<file path="src/rtl/cga_vram_arbiter.sv">
// CPU-side VRAM port for the CGA core: captures ISA framebuffer reads/writes and runs each
// one in a free sequencer slot, holding the bus in wait states until the access completes.
module cga_vram_arbiter #(
    parameter bit          USE_BUS_WAIT = 1'b1,
    parameter int unsigned RAM_LATENCY  = 1,
    parameter logic [14:0] VRAM_MASK    = 15'h3FFF,
    parameter logic [7:0]  SLOT_TIMEOUT = 8'd40
) (
    input  logic        clk,
    input  logic        reset,
    input  logic [14:0] bus_a,
    input  logic        bus_memr_l,
    input  logic        bus_memw_l,
    input  logic [7:0]  bus_d,
    input  logic        bus_mem_cs,
    input  logic        isa_op_enable,
    input  logic [18:0] disp_ram_a,
    output logic [18:0] ram_a,
    output logic        ram_we_l,
    output logic [7:0]  ram_wd,
    input  logic [7:0]  ram_d,
    output logic [7:0]  bus_out_mem,
    output logic        bus_dir_mem,
    output logic        bus_rdy,
    output logic        busy
);

    typedef enum logic [2:0] {
        StIdle,
        StWaitSlot,
        StAccess,
        StLatch,
        StDone
    } state_e;

    localparam logic LatLast = (RAM_LATENCY > 1) ? 1'b1 : 1'b0;

    state_e      state_q, state_d;
    logic        memr_meta_q, memr_s_q, memw_meta_q, memw_s_q;
    logic        strb_prev_q;
    logic [7:0]  wait_cnt_q, wait_cnt_d;
    logic        lat_cnt_q, lat_cnt_d;
    logic [14:0] lat_a_q, lat_a_d;
    logic [7:0]  lat_d_q, lat_d_d;
    logic        lat_wr_q, lat_wr_d;
    logic [7:0]  bus_out_q, bus_out_d;
    logic        bus_rdy_q, bus_rdy_d;

    logic        strb_all;
    logic        req;
    logic [7:0]  wait_inc;

    assign strb_all = memr_s_q & memw_s_q;
    assign req      = strb_prev_q & ~strb_all & bus_mem_cs;
    assign wait_inc = (wait_cnt_q == 8'hFF) ? 8'hFF : wait_cnt_q + 8'd1;

    always_comb begin
        state_d    = state_q;
        wait_cnt_d = wait_cnt_q;
        lat_cnt_d  = lat_cnt_q;
        lat_a_d    = lat_a_q;
        lat_d_d    = lat_d_q;
        lat_wr_d   = lat_wr_q;
        bus_out_d  = bus_out_q;
        bus_rdy_d  = bus_rdy_q;
        unique case (state_q)
            StIdle: begin
                if (req) begin
                    state_d    = StWaitSlot;
                    lat_a_d    = bus_a;
                    lat_d_d    = bus_d;
                    // A write strobe wins when both fall together.
                    lat_wr_d   = ~memw_s_q;
                    wait_cnt_d = 8'd0;
                    bus_rdy_d  = 1'b0;
                end
            end
            StWaitSlot: begin
                if (isa_op_enable) begin
                    state_d = StAccess;
                end else if (wait_inc >= SLOT_TIMEOUT) begin
                    // Forced completion: reads return all-ones, writes are dropped.
                    state_d   = StDone;
                    bus_rdy_d = 1'b1;
                    if (!lat_wr_q) begin
                        bus_out_d = 8'hFF;
                    end
                end else begin
                    wait_cnt_d = wait_inc;
                end
            end
            StAccess: begin
                if (lat_wr_q) begin
                    state_d   = StDone;
                    bus_rdy_d = 1'b1;
                end else begin
                    state_d   = StLatch;
                    lat_cnt_d = 1'b0;
                end
            end
            StLatch: begin
                if (lat_cnt_q == LatLast) begin
                    state_d   = StDone;
                    bus_out_d = ram_d;
                    bus_rdy_d = 1'b1;
                end else begin
                    lat_cnt_d = lat_cnt_q + 1'b1;
                end
            end
            StDone: begin
                if (strb_all) begin
                    state_d = StIdle;
                end
            end
            default: state_d = StIdle;
        endcase
    end

    always_ff @(posedge clk or posedge reset) begin
        if (reset) begin
            memr_meta_q <= 1'b1;
            memr_s_q    <= 1'b1;
            memw_meta_q <= 1'b1;
            memw_s_q    <= 1'b1;
            strb_prev_q <= 1'b1;
            state_q     <= StIdle;
            wait_cnt_q  <= 8'd0;
            lat_cnt_q   <= 1'b0;
            lat_a_q     <= 15'd0;
            lat_d_q     <= 8'd0;
            lat_wr_q    <= 1'b0;
            bus_out_q   <= 8'd0;
            bus_rdy_q   <= 1'b1;
        end else begin
            memr_meta_q <= bus_memr_l;
            memr_s_q    <= memr_meta_q;
            memw_meta_q <= bus_memw_l;
            memw_s_q    <= memw_meta_q;
            strb_prev_q <= strb_all;
            state_q     <= state_d;
            wait_cnt_q  <= wait_cnt_d;
            lat_cnt_q   <= lat_cnt_d;
            lat_a_q     <= lat_a_d;
            lat_d_q     <= lat_d_d;
            lat_wr_q    <= lat_wr_d;
            bus_out_q   <= bus_out_d;
            bus_rdy_q   <= bus_rdy_d;
        end
    end

    // The CPU owns the RAM only in its ACCESS cycle; display fetches see it otherwise.
    assign ram_a       = (state_q == StAccess) ? {4'h0, lat_a_q & VRAM_MASK} : disp_ram_a;
    assign ram_we_l    = ~((state_q == StAccess) & lat_wr_q);
    assign ram_wd      = lat_d_q;
    assign bus_out_mem = bus_out_q;
    assign bus_dir_mem = bus_mem_cs & ~bus_memr_l;
    assign bus_rdy     = USE_BUS_WAIT ? bus_rdy_q : 1'b1;
    assign busy        = (state_q != StIdle);

endmodule

</file>
<file path="config.mk">
export PLATFORM = sky130hd
export DESIGN_NAME = cga_vram_arbiter
export DESIGN_NICKNAME = d
export VERILOG_FILES = /design/src/rtl/cga_vram_arbiter.sv
export SDC_FILE = /design/constraint.sdc
export NUM_CORES = 1
export LEC_CHECK = 0
export CORE_ASPECT_RATIO = 1.5
export CORE_MARGIN = 8
export CORE_UTILIZATION = 46
export DETAILED_ROUTE_END_ITERATION = 10
export PLACE_DENSITY = 0.88
export SKIP_CTS_REPAIR_TIMING = 1
export SYNTH_ARGS = -nofsm -noshare
export SYNTH_HDL_FRONTEND = slang
export SYNTH_SLANG_ARGS = --single-unit
</file>
<file path="constraint.sdc">
create_clock -name clk -period 3.5 [get_ports clk]
set_clock_uncertainty 0.15 [all_clocks]
set_input_delay 0.525 -clock clk [delete_from_list [all_inputs] [get_ports clk]]
set_output_delay 0.525 -clock clk [all_outputs]
set_load 0.05 [all_outputs]
</file>
### Word-level counts from Yosys, hierarchy flattened

Cells that the tools add are included.

| word-level totals | value |
|---|---|
| register bits | 49 |
| bits in latches | 0 |
| RAM bits | 0 |
| ROM bits | 0 |
| bits of input ports | 56 |
| memories | 0 |

| cells by class | value |
|---|---|
| $add $sub $neg | 2 |
| multipliers | 0 |
| divide/modulo/power cells | 0 |
| $lt $le $gt $ge | 1 |
| equality and inequality tests | 15 |
| shifts and indexed selects | 0 |
| muxes and demuxes | 27 |
| bitwise operators | 9 |
| reduce and logical (&&, ||, !) cells | 12 |

Operator list:

| kind | number |
|---|---|
| $mux W8 | 8 |
| $pmux W8 S2 | 2 |
| $mux W19 | 1 |
| $mux W3 | 6 |
| $ne A2 B2 Y1 const B | 9 |
| $pmux W3 S5 | 1 |
| $add A8 B1 Y8 const B | 1 |
| $eq A8 B8 Y1 const B | 1 |
| $ge A8 B6 Y1 const B | 1 |
| $reduce_and A4 Y1 | 2 |
| $mux W1 | 7 |
| $eq A3 B2 Y1 const B | 2 |
| $reduce_and A6 Y1 | 1 |
| $reduce_bool A2 Y1 | 3 |
| $and A1 B1 Y1 | 5 |
| $reduce_and A5 Y1 | 1 |
| $not A1 Y1 | 4 |
| $pmux W1 S4 | 1 |
| $reduce_and A2 Y1 | 2 |
| $reduce_bool A4 Y1 | 1 |
| $eq A3 B1 Y1 const B | 1 |
| $eq A3 B3 Y1 const B | 1 |
| $logic_not A3 Y1 | 1 |
| $ne A3 B3 Y1 const B | 1 |
| 3 further kinds | 3 |

### Depth between registers and ports, before layout

Gate-level depths: netlist of the first run.

| depth | value |
|---|---|
| depth in word-level cells | 6 |
| depth in mapped cells | 6 |

### Worst setup path before layout of the first run

Ideal clock, no wire load.

| timing | value |
|---|---|
| path type | reg2out |
| start point | register state_q[1] |
| end point | output port ram_a[14] |
| data arrival time | 1.560 ns |
| required time | 2.825 ns |
| path slack | 1.265 ns |
| stages on the path, launching flop included | 6 |
| path buffers | 2 |
| path through | dfrtp_1 -> clkbuf_2 -> inv_1 -> nor3_1 -> buf_2 -> nor2b_1 |

| between the ends | value |
|---|---|
| cells in the longest elaborated chain, start to end | 2 |

RTL lines:

| what | RTL line | source |
|---|---|---|
| from (decl) | 38 | `state_e state_q, state_d;` |
| from (signal assigned) | 126 | `state_q <= StIdle;` |
| from (signal assigned) | 140 | `state_q <= state_d;` |
| $eq A3 B2 Y1 | 152 | `assign ram_a = (state_q == StAccess) ? {4'h0, lat_a_q & VRAM_MASK} : disp_ram_a;` |
| $mux W19 | 152 |  |
| to (decl) | 18 | `output logic [18:0] ram_a,` |

Every way passes these cells.

### Final worst setup path of the first run

| timing | value |
|---|---|
| start point | register state_q[1] |
| end point | output port ram_a[3] |

Same word-level chain as after synthesis.

==> results of run 1 <==
[cells in the final DEF, fill, tap and decap left out, types with 2 or more instances in the layout]
cell type,Yosys,routed
a311oi_2,2,2
clkdlybuf4s50_1,0,93
nor2b_1,6,6
mux2_2,37,37
dfstp_2,6,6
a21oi_1,6,6
clkbuf_8,0,5
o22a_1,9,9
nor2_1,15,15
nand3_1,4,4
inv_1,7,6
and2_1,2,2
a31oi_1,4,4
dfrtp_1,42,42
o21ai_0,3,3
a32o_1,2,2
a21o_1,3,3
nand2_1,9,9
o31ai_1,2,2
nand2b_1,2,2
[metrics by stage]
stage / total power (W) / cell area [µm²]
after detailed placement: 0.002469 / 3253
after global placement: 0.002430 / 3253
after floorplan: 0.001975 / 2265
after global routing: 0.002933 / 3343
final: 0.002786 / 3343
after CTS: 0.002812 / 3343
[synth_stat cells, types with 2 or more instances]
master / n / area [µm²]
nor2b_1: 6 / 37.54
o21ai_0: 3 / 15.01
a21o_1: 3 / 22.52
a31oi_1: 4 / 25.02
mux2_2: 37 / 416.7
dfrtp_1: 42 / 1051
nor2_1: 15 / 56.30
a21oi_1: 6 / 30.03
a311oi_2: 2 / 30.03
a32o_1: 2 / 20.02
buf_2: 3 / 15.01
dfstp_2: 6 / 157.7
o22a_1: 9 / 78.83
nand2b_1: 2 / 12.51
nand2_1: 9 / 33.78
nor3_1: 2 / 10.01
nand3_1: 4 / 20.02
o31ai_1: 2 / 15.01
buf_6: 3 / 33.78
inv_1: 7 / 26.28
and2_1: 2 / 12.51
[metal layers]
layer / up-vias / GRT usage, % / wire length (µm)
met1: 910 / 16.29 / 2152
met3: 9 / 5.403 / 391
met2: 54 / 29.85 / 3138
met5: - / 0 / 0
li1: 870 / - / -
met4: 0 / 5.873 / 79
[cell families after synthesis]
logic type | Yosys count
and+or+nand+nor | 48
DFF | 48
AOI/OAI and AO/OA | 38
muxes | 37
buffers and inverters | 15
adders and majority gates | 1
[path summary, 6_finish.rpt]
path | startpoint | cells after the start | slack, ns | endpoint
min in group asynchronous | reset | 2 | 0.60 | ram_wd[1]
max reg2reg | state_q[0] | 4 | 1.17 | lat_a_q[11]
min reg2reg | memr_meta_q | 0 | 0.21 | memr_s_q
min | memr_meta_q | 0 | 0.21 | memr_s_q
max | state_q[1] | 5 | 0.30 | ram_a[3]
max in group asynchronous | reset | 2 | 1.99 | wait_cnt_q[6]
[flip-flops by register name, indices dropped and copies added (netlist names), 3 cells and up]
| name | count |
|---|---|
| bus_out_mem | 8 |
| lat_a_q | 14 |
| ram_wd | 8 |
| wait_cnt_q | 8 |
| state_q | 3 |
[power breakdown]
part,internal (W),switching (W),total (W)
combinational,0.000611,0.000897,0.00151
sequential,0.000774,0.000168,0.000942
clock,0.000142,0.000195,0.000337
[layout make-up]
cell class | instances | area [µm²] | area share, %
tap | 66 | 82.58 | 2.470
sequential | 48 | 1209 | 36.15
inverter | 7 | 26.28 | 0.7859
multi-input combinational | 124 | 977.2 | 29.23
clock inverter | 3 | 21.27 | 0.6362
clock buffer | 5 | 68.82 | 2.058
timing repair buffer | 95 | 958.4 | 28.67
==> results by group, run 1 <==
Synthesis
  – Syn_nets: 244
  – Mapped Area: 2265 µm²
  – Cells after Synth: 187
  – Seq cells post-synth: 48
  – Synth Area in Simple Gates: a little over a tenth
  – Main synth FF type: dfrtp_1
  – Adder-Cell Fraction of Synth Area: less than 1%
  – Compound-gate portion of the synthesized area: a little over an eighth
  – Yosys warns: 0
  – Avg Cell Area, Syn: approximately 12 µm²
  – Main combinational cell family by area after synthesis: multiplexers
  – Register area share after synthesis: a little over half
  – EDFF count, synth: 0
  – Netlist cell types: 39
  – Post-synthesis mux area share: roughly 18%
  – Asr flop ratio synth: 100.0%
  – Xor/xnor share of the synthesized area: 0%

Route
  – Final wirelength: around 5800 µm
  – DR WL/cell: about 17 µm
  – First drt pass iteration count: 4
  – Initial drt markers: just over 100
  – Via/cell ratio: about 5.3
  – DRC errors left: 0
  – Vias: between 1.5k and 2k
  – Post-DRT Antenna Nets: 0

Placement
  – Pre-CTS setup slack: between 0.6 and 0.7 ns
  – Input/output buffers: 93
  – Post-DP HPWL: roughly 4500 µm
  – Placed Cells: 340
  – GP Congestion: around 0.85

Clocking
  – Clock sinks: between 40 and 50
  – CTS tree: built
  – Clock Path Buffers: 2
  – Worst-Skew Late Latency: about 0.31 ns
  – CTS Buf Count: 5
  – CTS clk-pin slew, worst paths: around 0.09 ns
  – Root Buffer: clkbuf_8
  – Htree depth: 2

Die
  – Core area: 4771 µm²
  – Starting Density: between 40% and 50%
  – Io pins: 95
  – Row cnt: 31
  – Die height: just over 100 µm
  – Die width: 73.29 µm
  – Die area: approximately 7500 µm²

Cells and area
  – Ant. Diodes: 0
  – Fraction of layout cells with a size suffix above 1: a little over a fifth
  – Area delta synth->final: 47.62%
  – Filler cell count in the final layout: approximately 380
  – Final core utilization: between 70% and 80%
  – Net count, final: between 300 and 400
  – Cell Count, Final, Fillers Out: ~350

STA
  – Slew @ Worst Pin: 0.9637 ns
  – Unrepaired setup endpoints after global routing: false
  – Worst Hold Slack: between 0.2 and 0.25 ns
  – Final hold violation count: 0
  – Final worst slack: about 0.30 ns
  – Slew headroom: 35.66%
  – Setup Viol. Count Final: 0
  – TNS Setup: 0 ns
  – Period utilisation layout: a little over 90%
  – Final Max Slew Viols: 0
  – Final min period: between 3 and 4 ns
  – Highest clock rate: around 310 MHz

Worst setup path
  – Data arrival, critical path: between 2 and 3 ns
  – WS Path Type: flop to output pin
  – Buffers & Inverters on Critical Path: 3
  – CP max stage cell: clkdlybuf4s50_1
  – Critical Path Fanout Max: 21
  – CP Cell Sequence: inv_1 > nor3_2 > buf_4 > mux2_2 > clkdlybuf4s50_1
  – Crit start category: flop
  – Crit. End Element: output pin
  – Delay-heaviest family, CP: buffers and inverters
  – Req. time, crit path: around 2.8 ns
  – CP max stage delay: 0.72 ns

GRT
  – Total gr overflow: 0
  – Largest net degree at the start of global routing: between 40 and 50
  – Vias in the first global route: about 2.0k
  – First-pass GRT wire length: roughly 9400 µm
  – Initial antenna violation count: 0
  – Total GRT Usage: between 10% and 20%

Run
  – Max Cap Viol: 0

Run status
  – Status: finished clean

Power
  – Leak: ~1.3 nW
  – VDD IR max: approximately 0.52 mV
  – Pwr per Cell Area: 833.4 nW/µm²

Worst hold path
  – Worst hold-check path type: flop to flop
Power figures use the tool's default switching activity.
==> run 2, diff against run 1 <==
- CAP_MARGIN: unset -> 20
- CORE_UTILIZATION: 46 -> 43
- PLACE_DENSITY: 0.88 -> 0.84
- clock period: 3.5 -> 3.2 ns (I/O delays scaled with it)
==> run 2 against run 1 <==
Utilization shrank 3.8 points. Critical endpoint is now ram_we_l. Non-clock buffer count rose by 3. Register-to-register slack lost 0.24 ns. Clock power increased by 12%. Sequential cell count is the same. Final area up 1.6%. Routed wire length is essentially flat. Critical path depth did not move. Highest routed layer unchanged. Cell count up 1.4%. Worst hold slack got worse by 0.00089 ns.
==> results by group, run 2 (synthesis gave the netlist of run 1 again) <==
Worst setup path
  – WS Path Type: flop to output pin
  – Crit start category: flop
  – Worst reg2reg startpoint: wait_cnt_q[0]
  – Critical Path Fanout Max: 21
  – Data arrival, critical path: 2.23 ns
  – CP max stage delay: 0.71 ns
  – CP Cell Sequence: inv_1 > nor3_2 > buf_4 > nand2_1 > clkdlybuf4s50_1
  – CP max stage cell: clkdlybuf4s50_1
  – Critical path startpoint: state_q[1]
  – Req. time, crit path: 2.57 ns
  – Crit. End Element: output pin

Die
  – Die height: 104.9 µm
  – Io pins: 95
  – Row cnt: 32
  – Die area: slightly below 8000 µm²
  – Core area: a little over 5000 µm²
  – Die width: between 70 and 80 µm
  – Starting Density: 44.19%

STA
  – Period utilisation layout: 89.23%
  – Highest clock rate: 350.2 MHz
  – TNS Setup: 0 ns
  – Final Max Slew Viols: 0
  – Final hold violation count: 0
  – Final min period: about 2.9 ns
  – Slew @ Worst Pin: around 0.6 ns
  – Unrepaired setup endpoints after global routing: false
  – Final worst slack: ~0.34 ns
  – Setup Viol. Count Final: 0
  – Slew headroom: ~61%

Power
  – Pwr per Cell Area: around 900 nW/µm²
  – Leak: ~1.5 nW
  – VDD IR max: about 0.52 mV

Route
  – Vias: 1838
  – Initial drt markers: 100
  – First drt pass iteration count: 4
  – Post-DRT Antenna Nets: 0
  – DR WL/cell: between 15 and 20 µm
  – Via/cell ratio: ~5.2
  – Final wirelength: 5766 µm
  – DRC errors left: 0

GRT
  – Most Used Layer, Global Route: met2
  – Vias in the first global route: a little under 2k
  – Total gr overflow: 0
  – Largest net degree at the start of global routing: between 40 and 50
  – Total GRT Usage: between 10% and 20%
  – Initial antenna violation count: 0
  – Met1 usage: between 10% and 20%
  – First-pass GRT wire length: roughly 9700 µm
  – GRT met2 Usage: a little over a quarter
  – Routing usage on met3: around 5.6%

Placement
  – GP Congestion: roughly 0.83
  – Pre-CTS setup slack: about 0.40 ns
  – Input/output buffers: 93
  – Post-DP Area: 3266 µm²
  – Post-DP HPWL: approximately 4400 µm

Cells and area
  – Fraction of layout cells with a size suffix above 1: between 20% and 30%
  – Max reg flops: 14
  – Area delta synth->final: 49.94%
  – Commonest non-fill, non-tap cell in the layout: clkdlybuf4s50_1
  – Biggest register: lat_a_q
  – Most frequent cells in the layout: clkdlybuf4s50_1, dfrtp_1, mux2_2, nor2_1, dlymetal6s2s_1
  – Ant. Diodes: 0
  – Finished Cell Area: 3396 µm²
  – Net count, final: 341

Clocking
  – CTS Buf Count: 5
  – Clock Path Buffers: 2
  – Clock sinks: 48
  – CTS clk-pin slew, worst paths: roughly 0.090 ns
  – Htree depth: 2
  – Root Buffer: clkbuf_8
  – Worst-Skew Late Latency: ~0.30 ns
  – CTS tree: built

Run status
  – Status: finished clean

Worst hold path
  – Worst hold-check path type: flop to flop
  – Worst hold start: memr_meta_q

Run
  – Max Cap Viol: 0
==> run 2: cell count changes in the layout (fill, tap and decap cells not counted) <==
cell             delta
clkdlybuf4s50_1    -14
dlymetal6s2s_1     +14
buf_4               +4
buf_12              -1
clkbuf_1            +1
clkbuf_8            +1
clkinv_2            -1
clkinv_4            +1
clkinvlp_4          -1
inv_6               -1
==> run 2: routing by layer <==
layer,vias up,share of wire [%]
met3,5,7.4
met5,-,0
met4,0,1.2
li1,875,-
met1,902,37
met2,56,55
==> run 2: per-stage QoR <==
step / utilization, % / instances / power, W / hold slack (ns)
floorplan: - / 187 / 0.002160 / 0.1952
global placement: 63.72 / 345 / 0.002671 / 0.1956
detailed placement: 63.72 / 345 / 0.002714 / 0.1968
CTS: 65.58 / 353 / 0.003094 / 0.2095
global route: 66.26 / 353 / 0.003243 / 0.2124
finish: 66.26 / 353 / 0.003058 / 0.2089
==> run 2: worst max-delay path, delay by kind of cell, from the launching register on <==
kind	cells	cell delay, ns
AND/OR/NAND/NOR	2	0.27
flip-flops	1	0.49
buffers and inverters	3	1.16
==> run 2: layout make-up <==
cell class / count / area [µm²]
fill: 432 / 1729
sequential: 48 / 1209
timing repair buffer: 98 / 1003
multi-input combinational: 124 / 977.2
clock buffer: 7 / 86.33
tap: 68 / 85.08
inverter: 7 / 26.28
clock inverter: 1 / 8.758
==> run 2: final timing paths <==
kind	cells past startpoint	to	slack, ns
worst min register to register	0	memr_s_q	0.21
worst max-delay path	5	ram_we_l	0.34
max in group asynchronous	3	state_q[0]	2.01
min in group asynchronous	3	ram_wd[5]	0.49
worst max register to register	6	wait_cnt_q[0]	0.93
worst min-delay path	0	memr_s_q	0.21
==> run 2: power by group <==
| group | switching [W] | internal [W] |
|---|---|---|
| logic | 0.000998 | 0.000669 |
| registers | 0.000168 | 0.000847 |
| clock network | 0.000199 | 0.000177 |
==> run 3, diff against run 2 <==
==> constraint.sdc (replaced) <==
create_clock -name clk -period 3.2 [get_ports clk]
set_clock_uncertainty 0.15 [all_clocks]
set_input_delay 0.64 -clock clk [delete_from_list [all_inputs] [get_ports clk]]
set_output_delay 0.64 -clock clk [all_outputs]
set_load 0.05 [all_outputs]
==> run 3 against run 2 <==
Utilization shrank 0.49 points. Global-route usage shrank 0.81 points. Combinational power is essentially flat. First-iteration DRC count shrank 30%. Worst hold slack gained 0.0031 ns. Sequential share of layout area grew 0.26 points. Routed wire length shrank 4.9%. Count of clock-buffer cells in the layout shrank 1. Die area is the same. Final area shrank 0.74%.
==> results by group, run 3 (synthesis gave the netlist of run 1 again) <==
STA
  – Setup Viol. Count Final: 0
  – Final min period: 2.938 ns
  – Unrepaired setup endpoints after global routing: false
  – Highest clock rate: about 340 MHz
  – Slew headroom: between 60% and 70%
  – Final worst slack: between 0.2 and 0.3 ns
  – Slew @ Worst Pin: between 0.5 and 0.6 ns
  – Final Max Slew Viols: 0
  – Period utilisation layout: about nine tenths
  – Final hold violation count: 0

Worst setup path
  – R2R cell count: 6
  – Data arrival, critical path: roughly 2.2 ns
  – Crit. End Element: output pin
  – WS Path Type: flop to output pin
  – Critical Path Fanout Max: 17
  – Critical path startpoint: state_q[1]
  – Req. time, crit path: around 2.4 ns
  – Worst reg2reg startpoint: wait_cnt_q[0]
  – Crit start category: flop

Cells and area
  – Fraction of layout cells with a size suffix above 1: about a quarter
  – Area delta synth->final: 48.84%
  – Biggest register: lat_a_q
  – Max reg flops: 14
  – Ant. Diodes: 0
  – Most frequent cells in the layout: clkdlybuf4s50_1, dfrtp_1, mux2_2, buf_4, nor2_1
  – Finished Cell Area: ~3400 µm²
  – Commonest non-fill, non-tap cell in the layout: clkdlybuf4s50_1
  – Net count, final: approximately 340

Clocking
  – Root Buffer: clkbuf_8
  – CTS clk-pin slew, worst paths: about 0.090 ns
  – CTS tree: built
  – CTS Buf Count: 5
  – Clock Path Buffers: 2
  – Htree depth: 2
  – Worst-Skew Late Latency: approximately 0.30 ns
  – Clock sinks: 48

Die
  – Die height: roughly 100 µm
  – Io pins: 95
  – Core area: roughly 5000 µm²
  – Die width: roughly 75 µm
  – Die area: just under 8000 µm²
  – Starting Density: between 40 and 50%
  – Row cnt: 32

Route
  – First drt pass iteration count: 4
  – Post-DRT Antenna Nets: 0
  – Final wirelength: between 5000 and 6000 µm
  – Vias: between 1.5k and 2k
  – Initial drt markers: 70
  – DRC errors left: 0
  – DR WL/cell: about 16 µm
  – Via/cell ratio: approximately 5.2

Power
  – Internal: roughly 0.0017 W
  – NetSw: 0.001368 W
  – Leak: 1.451 nW
  – Reg power frac: between 30 and 40%
  – Comb pwr share: between 50% and 60%
  – Net Sw Frac: between 40 and 50%
  – VDD IR max: 0.5082 mV
  – Pwr per Cell Area: 905.9 nW/µm²
  – Clk pwr share: between 10% and 20%

GRT
  – Largest net degree at the start of global routing: 26
  – Initial antenna violation count: 0
  – Total gr overflow: 0
  – Vias in the first global route: 1936
  – Total GRT Usage: between 10% and 20%
  – First-pass GRT wire length: between 9000 and 10000 µm

Placement
  – Post-DP HPWL: approximately 4300 µm
  – GP Congestion: roughly 0.84
  – Input/output buffers: just over 90
  – Pre-CTS setup slack: around 0.28 ns
  – Post-DP Area: roughly 3200 µm²

Worst hold path
  – Hold depth: 0
  – Worst hold-check path type: flop to flop
  – Worst hold start: memr_meta_q

Run status
  – Status: finished clean

Run
  – Max Cap Viol: 0
run 3: routing by layer:
| metal | GRT usage, % | up-vias | wire, µm |
|---|---|---|---|
| li1 | - | 876 | - |
| met1 | 15.82 | 901 | 2017 |
| met2 | 24.57 | 62 | 2915 |
| met3 | 6.411 | 8 | 462 |
| met4 | 4.696 | 0 | 86 |
| met5 | 0 | - | 0 |
run 3: final timing paths:
check | to | slack, ns
worst max-delay path | ram_a[8] | 0.26
worst min-delay path | memr_s_q | 0.21
worst max register to register | wait_cnt_q[0] | 0.89
worst min register to register | memr_s_q | 0.21
max in group asynchronous | memr_s_q | 1.78
min in group asynchronous | ram_wd[7] | 0.54
run 3: layout make-up:
type	instances	area [µm²]
fillers	418	1754
flip-flops and latches	48	1209
multi-input cells	124	983.4
repair buffers	98	970.9
well taps	68	85.08
clock buffers	6	82.58
inverters	7	26.28
clock inverters	2	13.76
run 3: power by group through the flow:
stage	Combinational (W)	Sequential (W)	Clock, W
after floorplan	0.000847	0.00131	0
after global routing	0.00175	0.00105	0.000409
final	0.00166	0.00102	0.000380
after detailed placement	0.00167	0.00102	0
after global placement	0.00165	0.00101	0
after CTS	0.00168	0.00101	0.000391
run 3: critical path, stage by stage (launching register included):
cell and delay, ns:
dfrtp_1 0.48, inv_1 0.18, nor3_4 0.32, buf_4 0.31, mux2_2 0.37, buf_4 0.19
run 3: through the flow:
step           hold slack (ns)  std cells  util [%]  power, W  TNS (ns)
2_1_floorplan           0.1952        187         -  0.002160         0
3_3_place_gp            0.1967        345     63.38  0.002658         0
3_5_place_dp            0.1998        345     63.38  0.002695         0
4_1_cts                 0.2130        353     65.26  0.003080   -0.3064
5_1_grt                 0.2177        353     65.77  0.003213         0
6_report                0.2120        353     65.77  0.003054         0
